$ cat config.mk
export PLATFORM = sky130hd
export DESIGN_NAME = adc_spi_rx
export DESIGN_NICKNAME = d
export VERILOG_FILES = /design/src/rtl/adc_spi_rx_pkg.sv /design/src/rtl/adc_spi_rx_sync_edge.sv /design/src/rtl/adc_spi_rx.sv
export SDC_FILE = /design/constraint.sdc
export NUM_CORES = 1
export LEC_CHECK = 0
export CAP_MARGIN = 20
export CELL_PAD_IN_SITES_DETAIL_PLACEMENT = 0
export CELL_PAD_IN_SITES_GLOBAL_PLACEMENT = 2
export CORE_ASPECT_RATIO = 0.8
export CORE_MARGIN = 1.5
export CORE_UTILIZATION = 30
export CTS_CLUSTER_SIZE = 24
export DETAILED_ROUTE_END_ITERATION = 16
export PLACE_DENSITY_LB_ADDON = 0.1
export SYNTH_ARGS = -nofsm -noshare
export SYNTH_HDL_FRONTEND = slang
export SYNTH_HIERARCHICAL = 1
export SYNTH_SLANG_ARGS = --single-unit
$ cat constraint.sdc
create_clock -name clock -period 1.95 [get_ports clock]
set_input_delay 0.39 -clock clock [delete_from_list [all_inputs] [get_ports clock]]
set_output_delay 0.39 -clock clock [all_outputs]
set_load 0.01 [all_outputs]
$ cat src/rtl/adc_spi_rx_pkg.sv
// Shared defaults and width helpers for the ADC SPI receiver.
`timescale 1ns/1ps
package adc_spi_rx_pkg;

  localparam int DATA_WIDTH_DEF     = 16;
  localparam int TIMEOUT_CYCLES_DEF = 1024;
  localparam int SYNC_STAGES_DEF    = 2;

  // Width of a counter that must be able to hold max_val itself.
  function automatic int cnt_width(input int max_val);
    return $clog2(max_val + 1);
  endfunction

  localparam int IDLE_CNT_W_DEF = cnt_width(TIMEOUT_CYCLES_DEF);

endpackage

$ cat src/rtl/adc_spi_rx_sync_edge.sv
// Multi-flop synchroniser for one asynchronous input, with rise/fall detection
// against one extra delayed copy of the synchronised level.
`timescale 1ns/1ps
module spi_sync_edge #(
  parameter int STAGES = 2
) (
  input  logic clock,
  input  logic reset,
  input  logic i_async,
  output logic o_level,
  output logic o_rise,
  output logic o_fall
);

  logic [STAGES-1:0] r_sync;
  logic              r_prev;

  // Shift the raw input through the synchroniser chain and keep the previous level.
  always_ff @(posedge clock) begin
    if (reset) begin
      r_sync <= '0;
      r_prev <= 1'b0;
    end else begin
      r_sync <= {r_sync[STAGES-2:0], i_async};
      r_prev <= r_sync[STAGES-1];
    end
  end

  assign o_level = r_sync[STAGES-1];
  assign o_rise  = r_sync[STAGES-1] & ~r_prev;
  assign o_fall  = ~r_sync[STAGES-1] & r_prev;

endmodule

$ cat src/rtl/adc_spi_rx.sv
// Receive-only SPI slave: deserialises LSB-first ADC words, strobes each
// complete word, and drops partial frames after an SCK idle timeout.
`timescale 1ns/1ps
module adc_spi_rx
  import adc_spi_rx_pkg::*;
#(
  parameter int DATA_WIDTH     = DATA_WIDTH_DEF,
  parameter int TIMEOUT_CYCLES = TIMEOUT_CYCLES_DEF,
  parameter int SYNC_STAGES    = SYNC_STAGES_DEF
) (
  input  logic                  clock,
  input  logic                  reset,
  input  logic                  spi_clock_in,
  input  logic                  spi_data_in,
  output logic [DATA_WIDTH-1:0] data_out,
  output logic                  data_received
);

  localparam int IDLE_W = cnt_width(TIMEOUT_CYCLES);
  localparam int BIT_W  = $clog2(DATA_WIDTH);
  localparam logic [IDLE_W-1:0] IDLE_MAX = IDLE_W'(TIMEOUT_CYCLES);
  localparam logic [BIT_W-1:0]  BIT_LAST = BIT_W'(DATA_WIDTH - 1);

  logic w_sck_rise;
  logic w_sck_fall;
  logic w_unused_sck_level;
  logic w_sdi;
  logic w_unused_sdi_rise;
  logic w_unused_sdi_fall;

  // The final bit goes straight into data_out, so only DATA_WIDTH-1 bits are held.
  logic [DATA_WIDTH-2:0] r_shift;
  logic [BIT_W-1:0]      r_bit_cnt;
  logic [IDLE_W-1:0]     r_idle;
  logic [DATA_WIDTH-1:0] r_data_out;
  logic                  r_strobe;

  spi_sync_edge #(.STAGES(SYNC_STAGES)) u_sck_sync (
    .clock   (clock),
    .reset   (reset),
    .i_async (spi_clock_in),
    .o_level (w_unused_sck_level),
    .o_rise  (w_sck_rise),
    .o_fall  (w_sck_fall)
  );

  spi_sync_edge #(.STAGES(SYNC_STAGES)) u_sdi_sync (
    .clock   (clock),
    .reset   (reset),
    .i_async (spi_data_in),
    .o_level (w_sdi),
    .o_rise  (w_unused_sdi_rise),
    .o_fall  (w_unused_sdi_fall)
  );

  // Idle counter: any SCK edge restarts it, otherwise it saturates at the timeout.
  always_ff @(posedge clock) begin
    if (reset) begin
      r_idle <= '0;
    end else if (w_sck_rise || w_sck_fall) begin
      r_idle <= '0;
    end else if (r_idle != IDLE_MAX) begin
      r_idle <= r_idle + IDLE_W'(1);
    end else begin
      r_idle <= r_idle;
    end
  end

  // Bit capture, word hand-off and timeout discard; a rising edge beats the timeout.
  always_ff @(posedge clock) begin
    if (reset) begin
      r_shift    <= '0;
      r_bit_cnt  <= '0;
      r_data_out <= '0;
      r_strobe   <= 1'b0;
    end else begin
      r_strobe <= 1'b0;
      if (w_sck_rise) begin
        if (r_bit_cnt == BIT_LAST) begin
          r_data_out <= {w_sdi, r_shift};
          r_strobe   <= 1'b1;
          r_bit_cnt  <= '0;
          r_shift    <= '0;
        end else begin
          r_shift   <= {w_sdi, r_shift[DATA_WIDTH-2:1]};
          r_bit_cnt <= r_bit_cnt + BIT_W'(1);
        end
      end else if ((r_idle == IDLE_MAX) && (r_bit_cnt != '0)) begin
        r_shift   <= '0;
        r_bit_cnt <= '0;
      end else begin
        r_shift   <= r_shift;
        r_bit_cnt <= r_bit_cnt;
      end
    end
  end

  assign data_out      = r_data_out;
  assign data_received = r_strobe;

endmodule

Yosys cells after proc, flatten, opt, wreduce, memory -nomap -nowiden --
Cells that the tools add are included.
Word-level totals: register bits 52, input port bits 4
Operators by class: muxes and demuxes 7, add/sub/neg operators 2, bitwise logic cells 5, reduce and logical (&&, ||, !) cells 7, eq/ne operators 3
Operators with widths (count):
- 15-bit 2-to-1 mux | 3
- 4-bit 2-to-1 mux | 3
- 11-bit by 1-bit adder with 11-bit output (second input constant) | 1
- 11-bit equality test (second input constant) | 1
- 11-bit != test (second input constant) | 1
- 4-bit by 1-bit adder with 4-bit output (second input constant) | 1
- 4-bit equality test (second input constant) | 1
- 4-bit nonzero test | 1
- 2-bit OR reduction | 2
- 1-bit inverter | 3
- 1-bit AND | 2
- 2-bit AND reduction | 1
- 2-bit nonzero test | 1
- 1-bit logical AND | 1
- 1-bit logical OR | 1
- 1-bit 2-to-1 mux | 1

Depth between registers and ports, before layout --
depth in word-level cells 4, gate-level depth with buffers 7, depth with buffers taken out 5

By module --
The synthesis kept the hierarchy.
Modules (own cells, without submodules):
- adc_spi_rx | area an instance 1893.1 um^2, times used 1, cells an instance 200, sequential area each 940.9 um^2
- spi_sync_edge | area an instance 91.3 um^2, times used 2, cells an instance 8, sequential area each 60.1 um^2

Worst setup path before layout --
OpenSTA, ideal clock, no wires.
kind register -> register, start point reg r_idle[0], end point reg r_idle[0], required time 1.829 ns, path slack 0.350 ns, path buffers 1, cell stages (with the launch flop) 7, setup time 0.121 ns, arrival time 1.479 ns, cell sequence dfxtp_1 > inv_1 > ha_1 > nor4b_2 > and3_1 > buf_4 > mux2_2
On the way: word-level cells in the longest chain between the ends 1
Ends and longest elaborated chain:
- start, declared | RTL line adc_spi_rx.sv:34 | logic [IDLE_W-1:0] r_idle;
- start signal, assigned | RTL line adc_spi_rx.sv:63 | r_idle <= r_idle + IDLE_W'(1);
- start signal, assigned | RTL line adc_spi_rx.sv:65 | r_idle <= r_idle;
- 11-bit by 1-bit adder with 11-bit output or 11-bit != test (tied branches) | RTL line adc_spi_rx.sv:63, adc_spi_rx.sv:62
Parallel ways exist; a longest one is shown, timed or not. A chain may end at the register's enable or synchronous reset.

Worst setup path in the final report --
start point reg r_idle[0], end point reg r_bit_cnt[1]
On the way: word-level cells in the longest chain between the ends 3
Ends and longest elaborated chain:
- 11-bit equality test | RTL line adc_spi_rx.sv:88 | end else if ((r_idle == IDLE_MAX) && (r_bit_cnt != '0)) begin
- 1-bit logical AND | RTL line adc_spi_rx.sv:88
- 2-bit nonzero test (no source line)
- end signal, assigned | RTL line adc_spi_rx.sv:86 | r_bit_cnt <= r_bit_cnt + BIT_W'(1);
- end signal, assigned | RTL line adc_spi_rx.sv:93 | r_bit_cnt <= r_bit_cnt;
- end, declared | RTL line adc_spi_rx.sv:33 | logic [BIT_W-1:0] r_bit_cnt;
No other way between the ends.

==> flow_metrics.tcl <==
set metrics [dict create \
    run_status "finished, final reports clean" \
    drc_errors 0 \
    antenna_cells_inserted 0 \
    num-nets-final 244 \
    power.ir.vdd_worst_uv 220 \
    dieArea_um2 7300 \
    num_vias 1563 \
    final_layout_size_suffix_gt1_frac 0.110 \
    final_min_period_over_clock_period 0.899 \
    worstSkewPairLatency_ps 310 \
    overflow 0 \
    clock-root-buffer "sky130_fd_sc_hd__clkbuf_8" \
    first_iter_violations 72 \
    starting_density_of_the_core 0.315 \
    placement.io_buffers 20 \
    gp_routability_congestion 0.756 \
    synth.net_count 220 \
    cts_post_setup_buffers_inserted 0 \
    timing.critical_path.from_type "flop" \
    post-route-worst-setup-slack_ps 197 \
    dieHeight_um 76.7 \
    detailedRoute.firstPassIterationCount 4 \
    final.fill_count 658 \
    finalSetupTns_ps 0 \
    final_max_slew_viol_count 0 \
    final_area_um2 2470 \
    cts.hold.buffers_added 0 \
    timing.critical_path.required_ps 2150 \
    min-delay-path-class "flop to flop" \
    setup_viol 0 \
    worst_setup_path_category "flop to flop" \
    grt_start_max_net_pins 23 \
    floorplan.die.width_um 95.1 \
    fin_util 0.381 \
    static-leakage-power_nw 0.862 \
    worstPathArrival_ps 1950 \
    clock_tree.buffer_depth 2 \
    dpl_worst_slack_ps 93.3 \
    boundaryPins 21 \
    placementRows 26 \
    period_minus_slack_ps 1750 \
    core_area_um2 6470 \
    route.final.wire_length_um 4150 \
    tritoncts.num_buffers 5 \
    ant_nets 0 \
    clk_pin_slew_worst_paths_ps 90 \
    wire_length_of_the_first_global_routing_pass_um 7170 \
    timing.clock.skew_ps 11.2 \
    drt-vias-per-instance 4.87 \
    synthesis.instances 212 \
    grt_setup_unrepaired "no" \
    instance_area_after_placement_um2 2350 \
    relSlewSlack 0.685 \
    synth.yosys.warnings 6 \
    timing_hold_violations_final 0 \
    area.growth.synth_to_final_pct 21.1 \
    post_synth.cell_area_avg_um2 9.61 \
    count_of_instances_resized_after_the_clock_tree_is_built 0 \
    critPathCaptureType "flop" \
    achievable-frequency_mhz 570 \
    cts-htree-levels 2 \
    total_routing_resource_utilization_after_global_routing 0.127 \
    via_count_of_the_first_global_routing_pass 1511 \
    dp.final_hpwl_um 2910 \
    worst-path-max-fanout 17 \
    cts_tree "built" \
    post_synth_instance_area_um2 2040 \
    max_slew.worst_pin.slew_ps 472 \
    power_per_cell_area_nw_per_um2 782 \
    cts_sinks 52 \
    route.detailed.wl_per_inst_um 12.9 \
    maxCapViolations 0 \
    antenna_found_initial 0 \
]
layout make-up:
cell class / count / area (um2) / share of cell area
flip-flops and latches: 52 / 1040 / 0.422
multi-input cells: 142 / 906 / 0.367
repair buffers: 28 / 273 / 0.111
well taps: 84 / 105 / 0.0426
clock buffers: 5 / 68.8 / 0.0279
clock inverters: 3 / 46.3 / 0.0188
inverters: 7 / 26.3 / 0.0107
final timing paths:
check	start	to	slack [ps]	cells after the start
min reg2reg	u_sck_sync/r_sync[0]	u_sck_sync/r_sync[1]	460	1
max	r_idle[0]	r_bit_cnt[1]	200	6
min	u_sck_sync/r_sync[0]	u_sck_sync/r_sync[1]	460	1
max reg2reg	r_idle[0]	r_bit_cnt[1]	200	6
through the flow:
| stage | total power [mW] | hold WS [ps] | instances |
|---|---|---|---|
| after floorplan | 1.16 | 414 | 212 |
| after global placement | 1.20 | 422 | 313 |
| after detailed placement | 1.20 | 434 | 313 |
| after CTS | 1.96 | 460 | 321 |
| after global routing | 2.02 | 464 | 321 |
| final | 1.93 | 456 | 321 |
report_power, final:
part,internal (mW),switching (mW)
logic,0.0385,0.0478
clock network,0.387,0.368
registers,1.07,0.0136
worst max-delay path: stages, from the launching register on:
cell,delay (ps)
sky130_fd_sc_hd__dfxtp_1,380
sky130_fd_sc_hd__inv_1,90
sky130_fd_sc_hd__ha_1,160
sky130_fd_sc_hd__nor4b_2,370
sky130_fd_sc_hd__a41oi_4,190
sky130_fd_sc_hd__buf_12,190
sky130_fd_sc_hd__a2bb2o_1,270
flip-flops by register name, summed over array words and instances, names as in the netlist:
signal             cells
data_out              16
data_received          1
r_bit_cnt              4
r_idle                11
r_shift               15
u_sck_sync/r_prev      1
u_sck_sync/r_sync      2
u_sdi_sync/r_sync      2
placed cells by master (no fill, tap or decap), types with 4 or more instances in the layout:
master                            instances
sky130_fd_sc_hd__nand3_1                  7
sky130_fd_sc_hd__nand2_1                 39
sky130_fd_sc_hd__ha_1                     4
sky130_fd_sc_hd__clkbuf_8                 5
sky130_fd_sc_hd__a21oi_1                 20
sky130_fd_sc_hd__buf_4                    7
sky130_fd_sc_hd__nor2b_1                  8
sky130_fd_sc_hd__nor2_1                   6
sky130_fd_sc_hd__inv_1                    7
sky130_fd_sc_hd__a22o_1                  15
sky130_fd_sc_hd__clkdlybuf4s50_1         20
sky130_fd_sc_hd__or3_1                    7
sky130_fd_sc_hd__o21ai_0                  4
sky130_fd_sc_hd__dfxtp_1                 52
layer usage:
metal | track usage | wire [um]
met5 | 0 | 0
met1 | 0.176 | 2150
met3 | 0.0327 | 161
met4 | 0.0567 | 71
met2 | 0.182 | 1770
Note: power is estimated with default switching activity, not from simulation.
